===== src/rtl/wb_stage.sv =====
// rtl/wb_stage.sv - writeback stage with load extraction, load timeout and optional forwarding port
// Optional feature: define WB_BYPASS_EN to drive the byp_* forwarding port.
`timescale 1ns/1ps

module wb_stage #(
   parameter int unsigned LD_TIMEOUT = 255
) (
   input  logic        clk,
   input  logic        rst_n,
   input  logic        in_valid,
   output logic        in_ready,
   input  logic        in_wr_en,
   input  logic        in_is_load,
   input  logic [4:0]  in_rd_addr,
   input  logic [2:0]  in_funct3,
   input  logic [1:0]  in_addr_lo,
   input  logic [31:0] in_alu_result,
   input  logic        ld_rsp_valid,
   input  logic [31:0] ld_rsp_data,
   output logic        reg_wr_en,
   output logic [4:0]  rd_addr,
   output logic [31:0] w_data,
   output logic        ld_timeout,
   output logic [31:0] retired_cnt,
   output logic        byp_valid,
   output logic [4:0]  byp_rd,
   output logic [31:0] byp_data
);

   typedef enum logic {IDLE, WAIT_LD} state_t;

   localparam logic [15:0] CNT_LAST = 16'(LD_TIMEOUT - 1);

   state_t      state, state_nx;
   logic [15:0] wait_cnt, wait_cnt_nx;
   logic        latch_load;
   logic        set_timeout;

   logic [4:0]  l_rd;
   logic [2:0]  l_f3;
   logic [1:0]  l_lo;
   logic        l_wr;

   logic        wb_fire;
   logic        wb_wr;
   logic [4:0]  wb_rd;
   logic [31:0] wb_data;

   logic [7:0]  ld_byte;
   logic [15:0] ld_half;
   logic [31:0] ld_ext;

   assign in_ready = (state == IDLE);

   // Byte lane from the full address offset; halfword lane ignores addr bit 0.
   always_comb begin
      ld_byte = ld_rsp_data[{l_lo, 3'b000} +: 8];
      ld_half = ld_rsp_data[{l_lo[1], 4'b0000} +: 16];
      case (l_f3)
         3'b000:  ld_ext = {{24{ld_byte[7]}}, ld_byte};
         3'b001:  ld_ext = {{16{ld_half[15]}}, ld_half};
         3'b100:  ld_ext = {24'h000000, ld_byte};
         3'b101:  ld_ext = {16'h0000, ld_half};
         default: ld_ext = ld_rsp_data;
      endcase
   end

   always_comb begin
      state_nx    = state;
      wait_cnt_nx = wait_cnt;
      latch_load  = 1'b0;
      set_timeout = 1'b0;
      wb_fire     = 1'b0;
      wb_wr       = 1'b0;
      wb_rd       = 5'd0;
      wb_data     = 32'd0;
      case (state)
         IDLE: begin
            if (in_valid) begin
               if (in_is_load) begin
                  latch_load  = 1'b1;
                  wait_cnt_nx = 16'd0;
                  state_nx    = WAIT_LD;
               end else begin
                  wb_fire = 1'b1;
                  wb_wr   = in_wr_en;
                  wb_rd   = in_rd_addr;
                  wb_data = in_alu_result;
               end
            end
         end
         WAIT_LD: begin
            // A response in the final wait cycle still beats the timeout.
            if (ld_rsp_valid) begin
               wb_fire  = 1'b1;
               wb_wr    = l_wr;
               wb_rd    = l_rd;
               wb_data  = ld_ext;
               state_nx = IDLE;
            end else if (wait_cnt == CNT_LAST) begin
               set_timeout = 1'b1;
               state_nx    = IDLE;
            end else begin
               wait_cnt_nx = wait_cnt + 16'd1;
            end
         end
         default: state_nx = IDLE;
      endcase
   end

   always_ff @(posedge clk or negedge rst_n) begin
      if (!rst_n) begin
         state    <= IDLE;
         wait_cnt <= 16'd0;
         l_rd     <= 5'd0;
         l_f3     <= 3'd0;
         l_lo     <= 2'd0;
         l_wr     <= 1'b0;
      end else begin
         state    <= state_nx;
         wait_cnt <= wait_cnt_nx;
         if (latch_load) begin
            l_rd <= in_rd_addr;
            l_f3 <= in_funct3;
            l_lo <= in_addr_lo;
            l_wr <= in_wr_en;
         end
      end
   end

   always_ff @(posedge clk or negedge rst_n) begin
      if (!rst_n) begin
         reg_wr_en   <= 1'b0;
         rd_addr     <= 5'd0;
         w_data      <= 32'd0;
         ld_timeout  <= 1'b0;
         retired_cnt <= 32'd0;
      end else begin
         reg_wr_en <= wb_fire && wb_wr && (wb_rd != 5'd0);
         if (wb_fire) begin
            rd_addr <= wb_rd;
            w_data  <= wb_data;
         end
         if (set_timeout)
            ld_timeout <= 1'b1;
         if (reg_wr_en)
            retired_cnt <= retired_cnt + 32'd1;
      end
   end

`ifdef WB_BYPASS_EN
   logic        hold_valid;
   logic [4:0]  hold_rd;
   logic [31:0] hold_data;

   always_ff @(posedge clk or negedge rst_n) begin
      if (!rst_n) begin
         hold_valid <= 1'b0;
         hold_rd    <= 5'd0;
         hold_data  <= 32'd0;
      end else begin
         hold_valid <= reg_wr_en;
         if (reg_wr_en) begin
            hold_rd   <= rd_addr;
            hold_data <= w_data;
         end
      end
   end

   // Live write takes priority; otherwise replay the previous write for one cycle.
   assign byp_valid = reg_wr_en | hold_valid;
   assign byp_rd    = (!reg_wr_en && hold_valid) ? hold_rd   : rd_addr;
   assign byp_data  = (!reg_wr_en && hold_valid) ? hold_data : w_data;
`else
   assign byp_valid = 1'b0;
   assign byp_rd    = 5'd0;
   assign byp_data  = 32'd0;
`endif

endmodule

===== config.mk =====
export PLATFORM = sky130hd
export DESIGN_NAME = wb_stage
export DESIGN_NICKNAME = d
export VERILOG_FILES = /design/src/rtl/wb_stage.sv
export SDC_FILE = /design/constraint.sdc
export NUM_CORES = 1
export LEC_CHECK = 0
export ABC_AREA = 1
export BUFFER_PORTS_ARGS = -buffer_cell sky130_fd_sc_hd__buf_4
export CORE_UTILIZATION = 45
export DETAILED_ROUTE_END_ITERATION = 10
export HOLD_SLACK_MARGIN = 0.02
export MAX_ROUTING_LAYER = met4
export PLACE_DENSITY = 0.85
export SYNTH_ARGS = -nofsm -noshare
export SYNTH_HDL_FRONTEND = slang
export SYNTH_SLANG_ARGS = --single-unit

===== constraint.sdc =====
create_clock -name clk -period 1.4 [get_ports clk]
set_input_delay 0.28 -clock clk [delete_from_list [all_inputs] [get_ports clk]]
set_output_delay 0.28 -clock clk [all_outputs]
set_load 0.005 [all_outputs]

# Yosys cells after proc, flatten, opt, wreduce, memory -nomap -nowiden
# Cells that the tools add are included.
# word_totals
ff_bits	99
latchBits	0
ram_bits	0
rom_bits	0
inputBits	80
memories	0
# classes
addsub	2
n_mul	0
div	0
n_lt_le_gt_ge	0
n_eq_ne	8
shifts	2
n_mux	31
bitwise	1
n_reduce_logical	5
# op_table
op	count
case mux 32 bit (4 select lines)	1
2-to-1 mux 32 bit	3
2-to-1 mux 16 bit	4
case mux 32 bit (2 select lines)	1
adder 32 x 1 -> 32 bit, second input constant	1
case mux 16 bit (2 select lines)	1
variable part select 32 x 6 -> 16 bit	1
variable part select 32 x 6 -> 8 bit	1
adder 16 x 1 -> 16 bit, second input constant	1
equality test 16 x 8 -> 1 bit, second input constant	1
2-to-1 mux 5 bit	3
2-to-1 mux 1 bit	14
case mux 5 bit (2 select lines)	1
equality test 3 bit, second input constant	2
!= test 2 bit, second input constant	3
case mux 1 bit (2 select lines)	3
nonzero test 5 bit	1
AND reduction 4 bit	1
equality test 3 x 1 -> 1 bit, second input constant	1
logical NOT 3 bit	1
logical AND 1 bit	2
!= test 2 x 1 -> 1 bit, second input constant	1
NOT 1 bit	1

# Depth between registers and ports, before layout
# Gate-level depths: netlist (run 1).
# logic_depth
depth_word	5
mapped_depth	10

# Least setup slack after synthesis (run 1)
# Ideal clock, no wire load.
# synth_path
kind	register -> register
startpoint	register retired_cnt[0]
endpoint	register retired_cnt[22]
setup_time_ns	0.117
t_arrival_ns	1.360
t_required_ns	1.283
path_slack_ns	-0.077
path_stages_with_launch	9
n_path_buf	0
period_less_slack_ns	1.477
path_cell_list	dfrtp_1 ha_1 nand3_1 nor2_4 nand4_4 nor2_4 nand2_1 nand2_1 nand2_1
# synth_via
elab_chain_len	1
# synth_rtl
element	line	text
start, declared	24	output logic [31:0] retired_cnt,
start signal, assigned	147	retired_cnt <= retired_cnt + 32'd1;
adder 32 x 1 -> 32 bit	147	
# No other way between the ends.
# A chain may end at the register's enable or synchronous reset.

# Final worst setup path (run 1)
# layout_path
startpoint	register l_lo[1]
endpoint	register w_data[17]
# layout_via
elab_chain_len	4
# layout_rtl
element	line	text
start, declared	41	logic [1:0] l_lo;
start signal, assigned	125	l_lo <= in_addr_lo;
variable part select 32 x 6 -> 16 bit or variable part select 32 x 6 -> 8 bit (tied branches)	58, 57	
case mux 32 bit (4 select lines) (*)	59	case (l_f3)
2-to-1 mux 32 bit (*)	94	if (ld_rsp_valid) begin
case mux 32 bit (2 select lines) (*)	77	case (state)
end signal, assigned	142	w_data <= wb_data;
end, declared	22	output logic [31:0] w_data,
# Every way passes the cells marked *; elsewhere a longest branch is shown, timed or not.

==> results.md, run 1 <==
Routing:
- The post-detailed-route count of antenna-violating nets is 0.
- Dividing the detail-routed via count by the number of cells gives 5.340.
- Wire segments on met3 add up to 1773 um in the final route.
- In the final routed layout, each cell accounts on average for 15.57 um.
- The met2 layer wire length in the routed design is 10070 um.
- The detailed router finished its first iteration with 545 violations.
- Signal routing reaches up to met4.
- The routed layout has 6953 vias.
- The routed wire length is 20270 um.
- The pre-antenna-repair detailed-routing pass consisted of 7 iterations.
- After detailed routing, the number of remaining DRC violations is 0.
- The routed length on met1 is 7850 um.

Setup path:
- The family with the most delay on the worst path is flip-flops.
- The arrival time of the worst setup path is 1.73 ns.
- Walking the worst path, the cells encountered are buf_6 > o211ai_1 > nand2_1 > nand2_2 > nand2_4 > clkbuf_16 > nand2_4 > nand3_2.
- The worst setup path is captured at a register.
- The worst setup path is launched from a register.
- The number of buffers and inverters on the critical path is 2.
- The required time at the worst-slack endpoint is 1.64 ns.
- For this run, the slowest stage of the critical path takes 0.48 ns.
- The cell repeated most along the worst path is nand2_4.
- The critical path is of the register to register type.
- The worst-path maximum fanout is 8.
- The largest individual stage delay along the critical path comes from the cell dfrtp_2.

GRT:
- Entering global routing, the biggest net connects 59 pins.
- The initial antenna violation count is 0.
- The global-route wire length before repair is 29180 um.
- The global-route congestion overflow total is 0.
- The number of global-route vias before repair came to 6089.
- The global router's overall resource usage is 26.72%.

STA:
- Setup repair after global routing could not meet its margin everywhere.
- For the final database, setup skew stands at 0.007153 ns.
- Static timing analysis puts the maximum clock frequency at 0.6726 GHz.
- The final-report hold violation count is 0.
- The tightest hold margin is 0.1314 ns.
- The count of endpoints failing setup in the final report is 42.
- After layout, the minimum clock period comes to 1.487 ns.
- The number of slew-limit violations in the final report is 0.
- The share of the cycle needed by the critical path after routing is 106.2%.
- The setup TNS is -1.550 ns.
- The worst-case setup margin in the final layout is -0.08679 ns.

Power and ir drop:
- For this design the static power due to leakage is 4.818 nW.
- Total power for the finished layout comes to 10.17 mW.
- The total power divided by cell area is 1094 nW/um2.
- The internal power is 6.761 mW.
- The peak supply drop is 0.5664 mV.
- The net switching power of the design is 3.406 mW.
- The net switching share of the total power is 33.50%.
- The part of the total power dissipated in combinational logic is 37.5%.
- The clock network fraction of total power is 26.4%.
- The sequential share of power is 36.1%.

Clock tree:
- No sink is reached through more buffers than the 2 on the longest clock path.
- In this run the number of H-tree levels came out at 3.
- The later-pin clock latency in the skew report is 0.36 ns.
- The tree built by TritonCTS fans out to 99 sinks.
- TritonCTS built the clock tree.
- The number of buffers added by the clock tree synthesis step is 9.
- The CTS root buffer is clkbuf_16.
- The clock slew seen by the registers of the worst setup and hold paths is 0.07 ns.

Floorplanning:
- From bottom edge to top edge, the die measures 119.8 um.
- The die covers 14360 um2.
- The initial standard-cell utilization of the core is 46.62%.
- The floorplan step set the die width to 119.8 um.
- The area of the placeable core is 13400 um2.
- The number of top-level pins is 190.
- Row generation in the floorplan step produced 42 rows.

Final layout:
- Leaving out filler cells and counting taps, the final layout contains 1302.
- The repair_antennas step left the layout with diodes totalling 0.
- The post-layout net count is 1205.
- Of the cells placed in the final design, the portion with a size suffix greater than 1 is 38.90%.
- The synthesis-to-layout area growth is 48.79%.
- The fraction of the core area covered by cells at the end of the flow is 69.37%.
- The count of filler cells inserted in the layout is 1026.

Hold path:
- The type of the most critical hold path is primary input to register.

Yosys:
- Sequential cells were found to cover 39.66% of the synthesized design area.
- The predominant post-synthesis flop cell is dfrtp_1.
- The mean post-synth cell area is 7.091 um2.
- The number of distinct standard cells referenced by the synthesized netlist is 36.
- The cell area after technology mapping is 6247 um2.
- Synthesis produced a netlist whose cell count is 881.
- Synthesis inferred 99 register bits.
- During synthesis, Yosys emitted a total of 0 warnings.
- The number of enable-type register cells in the synthesized netlist is 0.
- Counting flops with an async set or reset pin after synthesis yields a share of 100.0%.

Placement:
- The number of buffer cells added on primary ports is 151.
- The post-detailed-placement half-perimeter wirelength is 13870 um.
- Routability-driven placement finished with a final weighted congestion of 0.9191.
- The total instance count after detailed placement is 1261.

Run status:
- The flow ran to the end, but the final reports show violations.
- The final reports fail on negative setup slack.

Flow run:
- Max-cap violations in this run came to 0.
==> timing repair <==
action,in CTS,in global routing
hold buffers,1,0
cloned,0,4
pin swaps,10,31
endpoints found under the hold margin,11,0
endpoints found under the setup margin,23,73
buffers inserted,5,17
gates resized for setup,23,195
==> cell usage after synthesis (8+ instances only) <==
| cell type | count | area share (%) |
|---|---|---|
| nand2_1 | 253 | 15 |
| nor2_1 | 92 | 5.5 |
| nand3b_1 | 10 | 1.2 |
| o211ai_1 | 8 | 0.96 |
| nand4_1 | 9 | 0.90 |
| nand2_2 | 8 | 0.80 |
| a21oi_1 | 30 | 2.4 |
| nand3_1 | 110 | 8.8 |
| o21ai_0 | 47 | 3.8 |
| dfrtp_1 | 99 | 40 |
| buf_4 | 41 | 4.9 |
| clkbuf_1 | 21 | 1.3 |
| xor2_1 | 16 | 2.2 |
| inv_1 | 76 | 4.6 |
| nor2_4 | 8 | 1.4 |
==> stage by stage <==
stage               setup slack, ns  instance area (um2)
floorplan                  -0.05158                 6394
global placement        -0.00006595                 8044
detailed placement         -0.05516                 8044
CTS                        -0.06371                 8469
global route                -0.1619                 9295
finish                     -0.08679                 9295
==> layer usage <==
metal / up-vias / GRT usage, %
met1: 3254 / 33.23
met5: - / -
met4: 0 / 10.23
li1: 3237 / -
met2: 410 / 43.42
met3: 52 / 4.658
==> cell type report <==
class / instances / area (um2) / area share [%]
clock buffers: 14 / 284.0 / 3.056
clock inverters: 1 / 30.03 / 0.3231
inverters: 81 / 322.8 / 3.473
multi-input cells: 668 / 3776 / 40.62
flip-flops and latches: 99 / 2492 / 26.81
well taps: 176 / 220.2 / 2.369
repair buffers: 263 / 2170 / 23.34
==> worst paths after layout <==
check	endpoint	slack, ns	start	cells after the start
min	l_f3[2]$_DFFE_PN0P_	0.13	in_funct3[2]	3
min reg2reg	ld_timeout$_DFFE_PN0P_	0.49	ld_timeout$_DFFE_PN0P_	1
max	w_data[17]$_DFFE_PN0P_	-0.09	l_lo[1]$_DFFE_PN0P_	8
max in group asynchronous	wait_cnt[4]$_DFFE_PN0P_	0.49	rst_n	3
min in group asynchronous	retired_cnt[6]$_DFFE_PN0P_	0.32	rst_n	2
max reg2reg	w_data[17]$_DFFE_PN0P_	-0.09	l_lo[1]$_DFFE_PN0P_	8
==> logic make-up (layout without fill, tap and decap cells) <==
family / after synthesis / after routing / share of synthesized area, %
adder cells (fa/ha/maj): 3 / 3 / 0.6009
flip-flops: 99 / 99 / 39.66
other: 1 / 38 / 0.06003
AO/OA/AOI/OAI: 100 / 100 / 8.812
AND/OR/NAND/NOR: 504 / 504 / 35.91
XOR/XNOR: 23 / 23 / 3.224
buffers and inverters: 151 / 359 / 11.74
==> sequential cells by signal (all words and copies together) (netlist names) <==
name	flops
rd_addr	5
retired_cnt	32
w_data	32
l_f3	3
l_lo	2
wait_cnt	16
state	1
ld_timeout	1
l_rd	5
l_wr	1
reg_wr_en	1
==> cell usage in the layout (no fill, tap or decap), types with 4 or more instances in the layout <==
cell type and n:
buf_4 235, nand2_1 211, dfrtp_1 87, nand3_1 84, nor2_1 72, inv_1 72
conb_1 38, nand2_4 31, a21oi_1 26, nand3_2 25, nand2_2 21, o21ai_1 20
o21ai_0 19, nor2_4 16, xor2_1 16, buf_6 16, nor2_2 14, o21ai_2 13
dfrtp_2 12, clkbuf_16 11, nand3b_1 10, nand4_1 9, o211ai_1 8, buf_12 8
xnor2_1 7, inv_2 5, a21oi_2 5, nor3_1 4, a31o_2 4, clkbuf_8 4
==> tightest hold or removal path, stage by stage <==
cell and delay, ns:
buf_4 0.09, nand2_1 0.04, nand2_1 0.04
==> power groups by stage <==
stage / Clock, mW / Sequential (mW) / Combinational [mW]
after floorplan: 0 / 3.67 / 1.37
after global placement: 0 / 3.66 / 2.82
after detailed placement: 0 / 3.66 / 2.90
after CTS: 2.72 / 3.64 / 2.97
after global routing: 2.85 / 3.72 / 4.10
final: 2.68 / 3.67 / 3.82
No activity file was read; power rests on OpenSTA's default activity.
==> inputs of run 2 (changes only) <==
--- a/config.mk
+++ b/config.mk
@@ -11,7 +11,8 @@
 export DETAILED_ROUTE_END_ITERATION = 10
 export HOLD_SLACK_MARGIN = 0.02
 export MAX_ROUTING_LAYER = met4
-export PLACE_DENSITY = 0.85
+export PLACE_DENSITY = 0.74
+export SLEW_MARGIN = 15
 export SYNTH_ARGS = -nofsm -noshare
 export SYNTH_HDL_FRONTEND = slang
 export SYNTH_SLANG_ARGS = --single-unit
==> results.md, run 2 (synthesized netlist as in run 1, its figures left out) <==
Floorplanning:
- The floorplan step set the die height to 119.8 um.
- After floorplanning, the core was sized to cover 13400 um2.
- The die covers 14360 um2.
- After floorplanning, the core was divided into 42 placement rows.
- The number of top-level pins is 190.
- The initial standard-cell utilization of the core is 46.62%.
- The width of the die is 119.8 um.

Final layout:
- The most common library cell in the layout ignoring fill and taps is buf_4.
- At the end of the flow the core is filled with cells to 68.49%.
- The number of inserted diodes is 0.
- The summed area of non-filler cells in the final layout is 9178 um2.
- Leaving out fill and tap cells, the most frequent cells in the layout are buf_4, nand2_1, nand3_1.
- Compared with the post-synthesis result, the final layout area differs by 46.91%.
- The post-layout net count is 1219.
- The largest registers in the layout are retired_cnt: 32 flops, w_data: 32 flops, wait_cnt: 16 flops.
- The post-route netlist has 38.21% of its cells at a drive strength greater than 1.

Placement:
- In this run the cell area measured after placement is 8107 um2.
- The post-detailed-placement half-perimeter wirelength is 14000 um.
- During placement, the flow inserted port buffers numbering 151.
- Routability-driven placement finished with a final weighted congestion of 0.9598.

Clock tree:
- The clock slew seen by the registers of the worst setup and hold paths is 0.07 ns.
- The maximum clock path buffer count is 2.
- The CTS root buffer is clkbuf_16.
- The number of buffers added by the clock tree synthesis step is 9.
- The number of levels in the clock H-tree is 3.
- The sink count of the clock tree is 99.
- TritonCTS built the clock tree.
- The later-pin clock latency in the skew report is 0.36 ns.

Routing:
- Detailed routing placed a total of 1303 um of wire on met3.
- Across all layers, the routed design uses 6728 vias.
- The per-cell via count in the routed design is 5.109.
- The number of remaining DRC errors is 0.
- After detailed routing, no signal wire sits above met4.
- The violation count after the first detailed-route iteration is 543.
- The length of the first detailed-routing pass in iterations is 5.
- After detailed routing, the average wire length per cell comes to 14.69 um.
- For this block, the routed nets add up to 19350 um of wire.
- The met2 layer wire length in the routed design is 9685 um.
- The routed length on met1 is 8009 um.
- In this run the remaining antenna-violating nets after routing total 0.

STA:
- The final clock skew is 0.009192 ns.
- The routed design could run at a clock period as short as 1.476 ns.
- The timing-limited maximum frequency is 0.6776 GHz.
- Once routing completed, OpenROAD measured the worst setup slack at -0.07575 ns.
- In the finished design, the share of the clock period the worst path needs comes to 105.4%.
- The tightest hold margin is 0.1286 ns.
- The count of endpoints failing setup in the final report is 16.
- The number of slew-limit violations in the final report is 0.
- The final-report hold violation count is 0.
- Setup repair after global routing could not meet its margin everywhere.

Power and ir drop:
- For this design the ratio of total power to cell area is 1029 nW/um2.
- The static leakage is 4.623 nW.
- The worst-case IR drop observed on VDD is 0.8425 mV.

Setup path:
- The capturing element type of the critical path is a register.
- The worst-path maximum fanout is 7.
- The worst reg-to-reg setup slack is -0.08 ns.
- The required time at the worst-slack endpoint is 1.65 ns.
- The arrival time of the worst setup path is 1.73 ns.
- For the worst flop-to-flop path, the logic depth is 10.
- The startpoint type of the worst setup path is a register.
- The type of the worst setup path is register to register.

Hold path:
- Along the worst hold path, the cell count comes to 3.
- The type of the most critical hold path is primary input to register.

GRT:
- The initial antenna violation count is 0.
- For this run the aggregate overflow at the end of global routing stands at 0.
- Entering global routing, the biggest net connects 33 pins.
- The global-route wire length before repair is 29560 um.
- Global routing used 26.91% of the available tracks across all layers.
- The number of global-route vias before repair is 6165.

Run status:
- The checks that failed: negative setup slack.
- The run finished, with violations left.

Flow run:
- The number of max-cap violations is 0.
==> run 2: cell count changes in the layout (fill, tap and decap cells not counted), sizes merged <==
cell      delta
inv          +1
nand2        +1
buf         +13
bufinv       -1
clkbuf       -5
clkinv       +4
clkinvlp     +2
==> run 2: final timing paths <==
check                                              from                          end
worst max-delay path            wait_cnt[0]$_DFFE_PN0P_     wait_cnt[14]$_DFFE_PN0P_
worst min-delay path                       in_funct3[2]          l_f3[2]$_DFFE_PN0P_
worst max register to register  wait_cnt[0]$_DFFE_PN0P_     wait_cnt[14]$_DFFE_PN0P_
worst min register to register      l_rd[0]$_DFFE_PN0P_          l_rd[0]$_DFFE_PN0P_
max in group asynchronous                         rst_n  retired_cnt[12]$_DFFE_PN0P_
min in group asynchronous                         rst_n      wait_cnt[2]$_DFFE_PN0P_
==> run 2: worst max-delay path, stage by stage (launching register included) <==
cell	delay, ns
dfrtp_1	0.42
inv_2	0.10
ha_4	0.15
nand2_4	0.05
nor2_4	0.12
nand2_2	0.10
nand2_4	0.11
nand2_8	0.09
buf_6	0.14
nand2_1	0.06
nand2_1	0.04
==> run 2: stage by stage <==
step	TNS (ns)	instances	total power [mW]	setup slack (ns)
after detailed placement	-0.3482	1271	6.474	-0.04227
after global placement	-0.02066	1271	6.422	-0.02066
after floorplan	-0.1002	918	5.040	-0.05158
final	-0.4229	1317	9.442	-0.07575
after global routing	-4.012	1317	9.960	-0.1491
after CTS	-0.1162	1293	8.944	-0.03903
==> run 2: repair_timing <==
item / 4_1_cts / 5_1_grt
endpoints found under the setup margin: 38 / 77
gates cloned: 0 / 3
hold buffers: 1 / 0
pin swaps: 6 / 41
hold endpoints to repair: 22 / 0
setup buffers: 5 / 21
resized for setup: 16 / 167
==> run 2: final cells by class <==
class,instances,area (um2)
well taps,176,220.2
clock inverters,7,53.80
clock buffers,9,225.2
inverters,81,319.1
flip-flops and latches,99,2492
multi-input cells,669,3596
fillers,1124,4223
repair buffers,276,2271
==> run 2: report_power, final <==
| group | switching [mW] | internal (mW) |
|---|---|---|
| clock | 1.15 | 1.21 |
| sequential | 0.365 | 3.30 |
| combinational | 1.69 | 1.72 |
==> run 2: per-layer routing <==
metal	vias up	GRT usage, %
met4	0	7.734
met2	302	45.20
li1	3263	-
met5	-	-
met3	30	4.895
met1	3133	33.10
==> inputs of run 3 (changes only) <==
--- a/config.mk
+++ b/config.mk
@@ -12,6 +12,7 @@
 export HOLD_SLACK_MARGIN = 0.02
 export MAX_ROUTING_LAYER = met4
 export PLACE_DENSITY = 0.74
+export REMOVE_ABC_BUFFERS = 1
 export SLEW_MARGIN = 15
 export SYNTH_ARGS = -nofsm -noshare
 export SYNTH_HDL_FRONTEND = slang
==> results.md, run 3 (synthesized netlist as in run 1, its figures left out) <==
Setup path:
- Data arrives at the worst endpoint at 1.72 ns.
- The critical path's largest stage delay is 0.43 ns.
- The type of the worst setup path is register to register.
- STA classifies the critical path startpoint as a register.
- Of all nets on the critical path, the largest fanout is 6.
- The capturing element type of the critical path is a register.
- The critical path startpoint is wait_cnt[0]$_DFFE_PN0P_.
- The signal on the critical path passes through inv_2 > ha_4 > nand2_4 > nor2_4 > nand2_2 > nand2_4 > nand2_8 > buf_6 > nand2_2 > nand2_1.
- The origin of the critical flop-to-flop path is wait_cnt[0]$_DFFE_PN0P_.
- The critical path contains buffers and inverters numbering 2 combined.
- The family with the most delay on the worst path is simple AND/OR/NAND/NOR gates.
- The largest individual stage delay along the critical path comes from the cell dfrtp_1.
- Data on the critical path is required at its endpoint by 1.65 ns.

Run status:
- The final reports fail on negative setup slack.
- The flow ran to the end, but the final reports show violations.

Routing:
- The first detailed-routing pass took 7 iterations.
- The number of remaining DRC errors is 0.
- The routed wire length is 19980 um.
- The total number of vias is 6845.
- Dividing the detail-routed wire length by the instance count gives 15.19 um.
- The post-detailed-route count of antenna-violating nets is 0.
- In this run, the number of DRC markers left after iteration 0 of detailed routing was 584.
- The per-cell via count in the routed design is 5.205.

Final layout:
- The post-layout net count is 1217.
- In the final layout, the registers with the most flip-flops are retired_cnt: 32 flops, w_data: 32 flops, wait_cnt: 16 flops.
- Relative to the synthesized area, the layout overhead comes to 48.41%.
- In the layout the commonest cells are buf_4, nand2_1, nand3_1.
- The count of filler cells inserted in the layout is 1098.
- The most common library cell in the layout ignoring fill and taps is buf_4.
- The fraction of layout cells with a size suffix above 1 is 38.72%.
- The number of antenna diodes in the final layout is 0.

Clock tree:
- In this run the clock root is driven by a clkbuf_16.
- The H-tree generated during clock tree synthesis spans 3 levels.
- The clock passes through at most 2 buffers.
- Counting the buffers created by CTS gives 9.
- TritonCTS built the clock tree.
- The later-pin clock latency in the skew report is 0.36 ns.
- The sink count of the clock tree is 99.
- Clock-pin slew was measured on the worst setup and hold paths at 0.07 ns.

Placement:
- At the placement stage, the worst setup path has a slack of -0.03912 ns.
- The number of buffer cells added on primary ports is 151.
- The congestion estimate from routability-driven global placement came to 0.9213.
- The post-detailed-placement half-perimeter wirelength is 13580 um.

Floorplanning:
- For this design the top-level I/O count stands at 190.
- From left edge to right edge, the die measures 119.8 um.
- The placement row count is 42.
- The overall die height is 119.8 um.
- Once the floorplan was initialized, standard cells occupied 46.62% of the core.
- The die area is 14360 um2.
- The area of the placeable core is 13400 um2.

STA:
- Of the available clock period, the critical path in the final layout requires 105.1%.
- The timing-limited maximum frequency is 0.6797 GHz.
- The tightest hold margin is 0.1243 ns.
- The number of slew-limit violations in the final report is 0.
- In the post-route analysis, the smallest setup slack over all paths is -0.07135 ns.
- The setup TNS is -0.6003 ns.
- The final clock skew is 0.005862 ns.
- The final-report hold violation count is 0.
- Setup repair after global routing could not meet its margin everywhere.
- The clock period minus final worst setup slack is 1.471 ns.
- Setup violations remaining at the end of the flow were counted as 23.

Power and ir drop:
- The total power divided by cell area is 1074 nW/um2.
- The overall power is 9.959 mW.
- The worst-case IR drop observed on VDD is 0.7014 mV.
- The static leakage is 4.815 nW.

GRT:
- The first global-routing pass estimated 29210 um of wire.
- The number of global-route vias before repair is 6198.
- The global-route congestion overflow total is 0.
- Entering global routing, the biggest net connects 70 pins.
- Global routing consumed, over all layers together, 26.57% of the routing resources.
- The initial antenna violation count is 0.

Hold path:
- The type of the most critical hold path is primary input to register.
- The launch instance of the worst min-delay path is in_funct3[0].

Flow run:
- Across the run, the number of max-cap violations was 0.
run 3: routing by layer:
metal	track usage, %	part of all wire (%)
met1	32.51	40
met3	5.846	7.7
met5	-	0
met2	44.26	50
met4	7.266	2.6
run 3: path summary, 6_finish.rpt:
| path | endpoint | slack, ns | cells after the start |
|---|---|---|---|
| max in group asynchronous | l_f3[0]$_DFFE_PN0P_ | 0.43 | 3 |
| min in group asynchronous | retired_cnt[3]$_DFFE_PN0P_ | 0.38 | 2 |
| worst max-delay path | wait_cnt[10]$_DFFE_PN0P_ | -0.07 | 10 |
| worst min register to register | l_rd[0]$_DFFE_PN0P_ | 0.49 | 2 |
| worst min-delay path | l_f3[0]$_DFFE_PN0P_ | 0.12 | 3 |
| worst max register to register | wait_cnt[10]$_DFFE_PN0P_ | -0.07 | 10 |
run 3: final cells by class:
type                            count  area [um2]  area share (%)
Clock buffer                       12       246.5           2.659
Clock inverter                      4       48.80          0.5263
Inverter                           81       326.6           3.522
Multi-Input combinational cell    668        3684           39.73
Sequential cell                    99        2490           26.86
Tap cell                          176       220.2           2.375
Timing Repair Buffer              273        2242           24.18
Timing Repair inverter              2       13.76          0.1484
run 3: worst min-delay path, delay by kind of cell:
kind                   cells  cell delay [ns]
AND/OR/NAND/NOR            1             0.04
buffers and inverters      1             0.07
AO/OA/AOI/OAI              1             0.05
run 3: timing repair:
action                                  4_1_cts  5_1_grt
gates resized for setup                      22      180
setup buffers                                10       15
cloned                                        0        4
hold buffers                                  1        0
endpoints found under the setup margin       23       86
hold endpoints to repair                     23        0
pin swaps                                     5       30
run 3: metrics by stage:
stage          cells  utilization [%]  cell area, um2
4_1_cts         1296            63.76            8544
2_1_floorplan    848                -            5959
3_3_place_gp    1269            60.33            8084
5_1_grt         1315            69.19            9271
3_5_place_dp    1269            60.33            8084
6_report        1315            69.19            9271
run 3: power breakdown:
group / total [mW] / switching (mW) / internal [mW]
clock network: 2.59 / 1.15 / 1.44
registers: 3.69 / 0.387 / 3.30
logic: 3.68 / 1.80 / 1.87
total: 9.96 / 3.34 / 6.62
